File: src/rtl/pipe_latch.sv
// Handshaked inter-stage pipeline register with flush masking and a saturating stall counter.
// Define PIPE_LATCH_SKID_EN for a 2-entry skid buffer with a registered ready_o.
module pipe_latch #(
  parameter int                DATA_W    = 32,
  parameter logic [DATA_W-1:0] CTRL_MASK = 'h0000_000F,
  parameter int                CNT_W     = 16
) (
  input  logic              CLK,
  input  logic              nRST,
  input  logic              valid_i,
  input  logic [DATA_W-1:0] data_i,
  output logic              ready_o,
  output logic              valid_o,
  output logic [DATA_W-1:0] data_o,
  input  logic              ready_i,
  input  logic              flush_i,
  output logic [CNT_W-1:0]  stall_cnt_o,
  input  logic              clr_cnt_i
);

  // Handshake: a bundle moves across a boundary on a rising edge where valid
  // and ready are both high; valid never drops without a deliver or a flush.
  logic accept;
  logic deliver;

  assign accept  = valid_i && ready_o;
  assign deliver = valid_o && ready_i;

`ifdef PIPE_LATCH_SKID_EN

  typedef enum logic [1:0] {
    ST_EMPTY = 2'd0,
    ST_ONE   = 2'd1,
    ST_FULL  = 2'd2
  } state_t;

  state_t            state_q, state_d;
  logic [DATA_W-1:0] data_q, data_d;
  logic [DATA_W-1:0] skid_d, skid_d_n;
  logic              skid_v;

  assign valid_o = (state_q != ST_EMPTY);
  assign skid_v  = (state_q == ST_FULL);
  assign ready_o = !skid_v;
  assign data_o  = data_q;

  always_ff @(posedge CLK or negedge nRST) begin
    if (!nRST) begin
      state_q <= ST_EMPTY;
      data_q  <= '0;
      skid_d  <= '0;
    end else begin
      state_q <= state_d;
      data_q  <= data_d;
      skid_d  <= skid_d_n;
    end
  end

  always_comb begin
    state_d  = state_q;
    data_d   = data_q;
    skid_d_n = skid_d;
    if (flush_i) begin
      state_d  = ST_EMPTY;
      data_d   = data_q & ~CTRL_MASK;
      skid_d_n = skid_d & ~CTRL_MASK;
    end else begin
      unique case (state_q)
        ST_EMPTY: begin
          if (accept) begin
            state_d = ST_ONE;
            data_d  = data_i;
          end
        end
        ST_ONE: begin
          if (accept && ready_i) begin
            data_d = data_i;
          end else if (accept) begin
            state_d  = ST_FULL;
            skid_d_n = data_i;
          end else if (deliver) begin
            state_d = ST_EMPTY;
          end
        end
        ST_FULL: begin
          // ready_o is low here, so only the drain of main is possible
          if (deliver) begin
            state_d = ST_ONE;
            data_d  = skid_d;
          end
        end
        default: state_d = ST_EMPTY;
      endcase
    end
  end

`else

  logic              valid_q;
  logic [DATA_W-1:0] data_q;

  assign valid_o = valid_q;
  assign data_o  = data_q;
  assign ready_o = !valid_q || ready_i;

  always_ff @(posedge CLK or negedge nRST) begin
    if (!nRST) begin
      valid_q <= 1'b0;
      data_q  <= '0;
    end else if (flush_i) begin
      valid_q <= 1'b0;
      data_q  <= data_q & ~CTRL_MASK;
    end else if (accept) begin
      valid_q <= 1'b1;
      data_q  <= data_i;
    end else if (deliver) begin
      valid_q <= 1'b0;
    end
  end

`endif

  logic [CNT_W-1:0] cnt_q;

  assign stall_cnt_o = cnt_q;

  always_ff @(posedge CLK or negedge nRST) begin
    if (!nRST) begin
      cnt_q <= '0;
    end else if (clr_cnt_i) begin
      cnt_q <= '0;
    end else if (valid_o && !ready_i && !flush_i && (cnt_q != '1)) begin
      cnt_q <= cnt_q + CNT_W'(1);
    end
  end

endmodule
File: config.mk
export PLATFORM = sky130hd
export DESIGN_NAME = pipe_latch
export DESIGN_NICKNAME = d
export VERILOG_FILES = /design/src/rtl/pipe_latch.sv
export SDC_FILE = /design/constraint.sdc
export NUM_CORES = 1
export LEC_CHECK = 0
export ABC_AREA = 1
export CORE_MARGIN = 2
export CORE_UTILIZATION = 40
export CTS_BUF_LIST = sky130_fd_sc_hd__clkbuf_4 sky130_fd_sc_hd__clkbuf_8
export DETAILED_ROUTE_END_ITERATION = 16
export PLACE_DENSITY = 0.81
export SLEW_MARGIN = 20
export SYNTH_ARGS = -nofsm -noshare
export SYNTH_HDL_FRONTEND = slang
export SYNTH_SLANG_ARGS = --single-unit
File: constraint.sdc
create_clock -name CLK -period 1.84 [get_ports CLK]
set_clock_uncertainty 0.15 [all_clocks]
set_input_delay 0.552 -clock CLK [delete_from_list [all_inputs] [get_ports CLK]]
set_output_delay 0.552 -clock CLK [all_outputs]
set_load 0.05 [all_outputs]
==> reports/metrics.yaml <==
run_status:
  status: "complete, no violations"
logic_synthesis:
  synth.avg_cell_area_um2: 9.54
  syn_nets: 280
  syn-instance-count: 241
  synth_most_common_cell: "nand2_1"
  yosys-top-cells-count: "66 x nand2_1, 49 x dfrtp_1, 28 x mux2_2"
  synthFlopType: "dfrtp_1"
  synth_top_cell_by_area: "dfrtp_1"
  synth_seq_cells: 49
  netlist_area_um2: 2300
  synth_cell_types: 20
  ys_seq_area_share_pct: 53.3
  synth_edf_count: 0
  synth.area.top_cells: "dfrtp_1 53%, mux2_2 14%, nand2_1 11%"
  synthArstFlopShare_pct: 100
  synth_top_area_share_pct: 53.3
  yosys_warnings: 0
critical_path:
  crit_arrival_ns: 1.11
  cp_cell_sequence: "dlygate4sd2_1 > inv_2 > nand2_2 > buf_12"
  path_class: "primary input to output pin"
  r2r_start: "stall_cnt_o[0]"
  crit_family: "buffers and inverters"
  critPathCaptureType: "output pin"
  crit_required_ns: 1.14
  r2r_cells: 10
  r2r_slack_ns: 0.11
  slowest_delay_ns: 0.24
  r2r_end: "stall_cnt_o[11]"
  slowest_stage: "dlygate4sd2_1"
  critPathBufInv: 3
  critPathLaunchType: "primary input"
  path_max_fanout: 2
grt:
  grt_usage_pct: 20.8
  antenna_found_initial: 0
  overflow: 0
  grt_pass1_vias: 2150
  grt_max_degree: 50
  grt_pass1_wl_um: 10200
power:
  pwr_density_cell_nw_per_um2: 813
  ir_drop_uv: 716
  seqPwrFrac_pct: 39.8
  internal_power_mw: 2.23
  p_total_mw: 3.32
  switching_share_pct: 32.9
  p_comb_share_pct: 36.9
  total_leakage_power_nw: 1.88
  power.switching_mw: 1.09
  clockPowerShare_pct: 23.2
sta:
  setup_tns_ns: 0
  timing.slew.headroom_pct: 82.5
  rsz0062_at_grt: "false"
  period_needed_ns: 1.81
  fmax_ghz: 0.553
  worst_pin_slew_ns: 0.262
  post-route-period-util_pct: 98.2
  fin_ws_ns: 0.0329
  hold_violations: 0
  slew_viol_final: 0
  setup_violations: 0
place:
  dp_slack_ns: -0.333
  dp_hpwl_um: 4800
  io_buffers: 87
  place_congestion: 0.938
run:
  maxCapViolCount: 0
clock_tree:
  clock_path_buffers: 2
  ctsHoldBuffers: 0
  htree_levels: 2
  clkTransAtPathRegs_ns: 0.09
  cts_root_buf: "clkbuf_8"
  clock_latency_ns: 0.29
  cts.sinks: 49
  cts_buffers: 5
  cts_tree: "yes"
drt:
  wl_per_cell_um: 14.2
  drc: 0
  drt_pre_antenna_iters: 5
  wirelength_um: 6050
  vias_per_cell: 4.86
  antenna_left: 0
  drt_iter0_drc: 118
  vias: 2072
floorplan:
  coreArea_um2: 5540
  rows: 27
  fp.dieW_um: 79.8
  start_util_pct: 41.5
  io_pins: 88
  dieArea_um2: 6370
  fp.dieH_um: 79.8
finish:
  areaGrowthSynthToFinish_pct: 77.5
  nNetsFinal: 392
  diodes: 0
  drive_gt1_share_pct: 35.9
  utilization_pct: 73.7
worst_hold_path:
  hold_path.class: "primary input to asynchronous set/reset pin"
## cell type report
type | count | area (um2)
Clock buffer | 5 | 68.8
Clock inverter | 3 | 46.3
Fill cell | 392 | 1460
Inverter | 25 | 93.8
Multi-Input combinational cell | 163 | 983
Sequential cell | 49 | 1230
Tap cell | 72 | 90.1
Timing Repair Buffer | 109 | 1570
## worst max-delay path by stage
| stage | start | endpoint | slack, ns | cells past startpoint |
|---|---|---|---|---|
| floorplan | ready_i | data_o[10] | 0.02 | 5 |
| global placement | flush_i | stall_cnt_o[9] | -0.26 | 9 |
| detailed placement | flush_i | stall_cnt_o[9] | -0.33 | 9 |
| CTS | ready_i | ready_o | 0.06 | 4 |
| global route | ready_i | ready_o | 0.01 | 4 |
| finish | ready_i | ready_o | 0.03 | 4 |
## registers in the layout, summed over array words and instances, names as in the netlist
| signal | count |
|---|---|
| data_o | 32 |
| stall_cnt_o | 16 |
| valid_o | 1 |
## through the flow
| step | cell area [um2] | hold slack (ns) | instances |
|---|---|---|---|
| finish | 4080 | 0.0749 | 426 |
| global route | 4080 | 0.0866 | 426 |
| global placement | 3940 | 0.404 | 417 |
| floorplan | 2310 | 0.106 | 241 |
| detailed placement | 3940 | 0.410 | 417 |
| CTS | 4070 | 0.0845 | 426 |
## metal layers
layer	up-vias	routed length (um)	GRT usage (%)
li1	999	-	-
met1	981	2210	23.7
met2	83	3270	38.5
met3	9	474	5.09
met4	0	93	5.59
met5	-	0	0
## power by group through the flow
stage	combinational, mW	sequential [mW]	clock (mW)
2_1_floorplan	0.152	1.68	0
3_3_place_gp	1.21	1.33	0
3_5_place_dp	1.23	1.34	0
4_1_cts	1.24	1.32	0.794
5_1_grt	1.27	1.34	0.842
6_report	1.23	1.32	0.772
## what timing repair did
| action | in CTS | in global routing |
|---|---|---|
| resized for setup | 3 | 6 |
| buffers inserted | 1 | 0 |
| endpoints found under the setup margin | 3 | 4 |
## logic make-up after synthesis
group	share of synthesized area, %
and+or+nand+nor	22.6
DFF	53.3
buffers and inverters	4.90
muxes	13.7
AOI/OAI and AO/OA	3.43
xor gates and xnor gates	1.52
adders and majority gates	0.544
## layout by cell type, fill, tap and decap left out, types with 3 or more instances in the layout
master	synthesis	layout
nand2_1	66	65
buf_12	0	53
dfrtp_1	49	45
clkdlybuf4s50_1	0	35
mux2_2	28	28
inv_1	25	22
buf_4	0	19
nand3_1	20	18
nor2_1	19	18
o21ai_0	8	7
clkbuf_8	0	5
nor2_4	4	4
o21ai_1	3	4
dfrtp_2	0	4
inv_2	0	3
nand4_1	3	3
a21oi_1	3	3
xor2_1	3	3
Power figures use the tool's default switching activity.
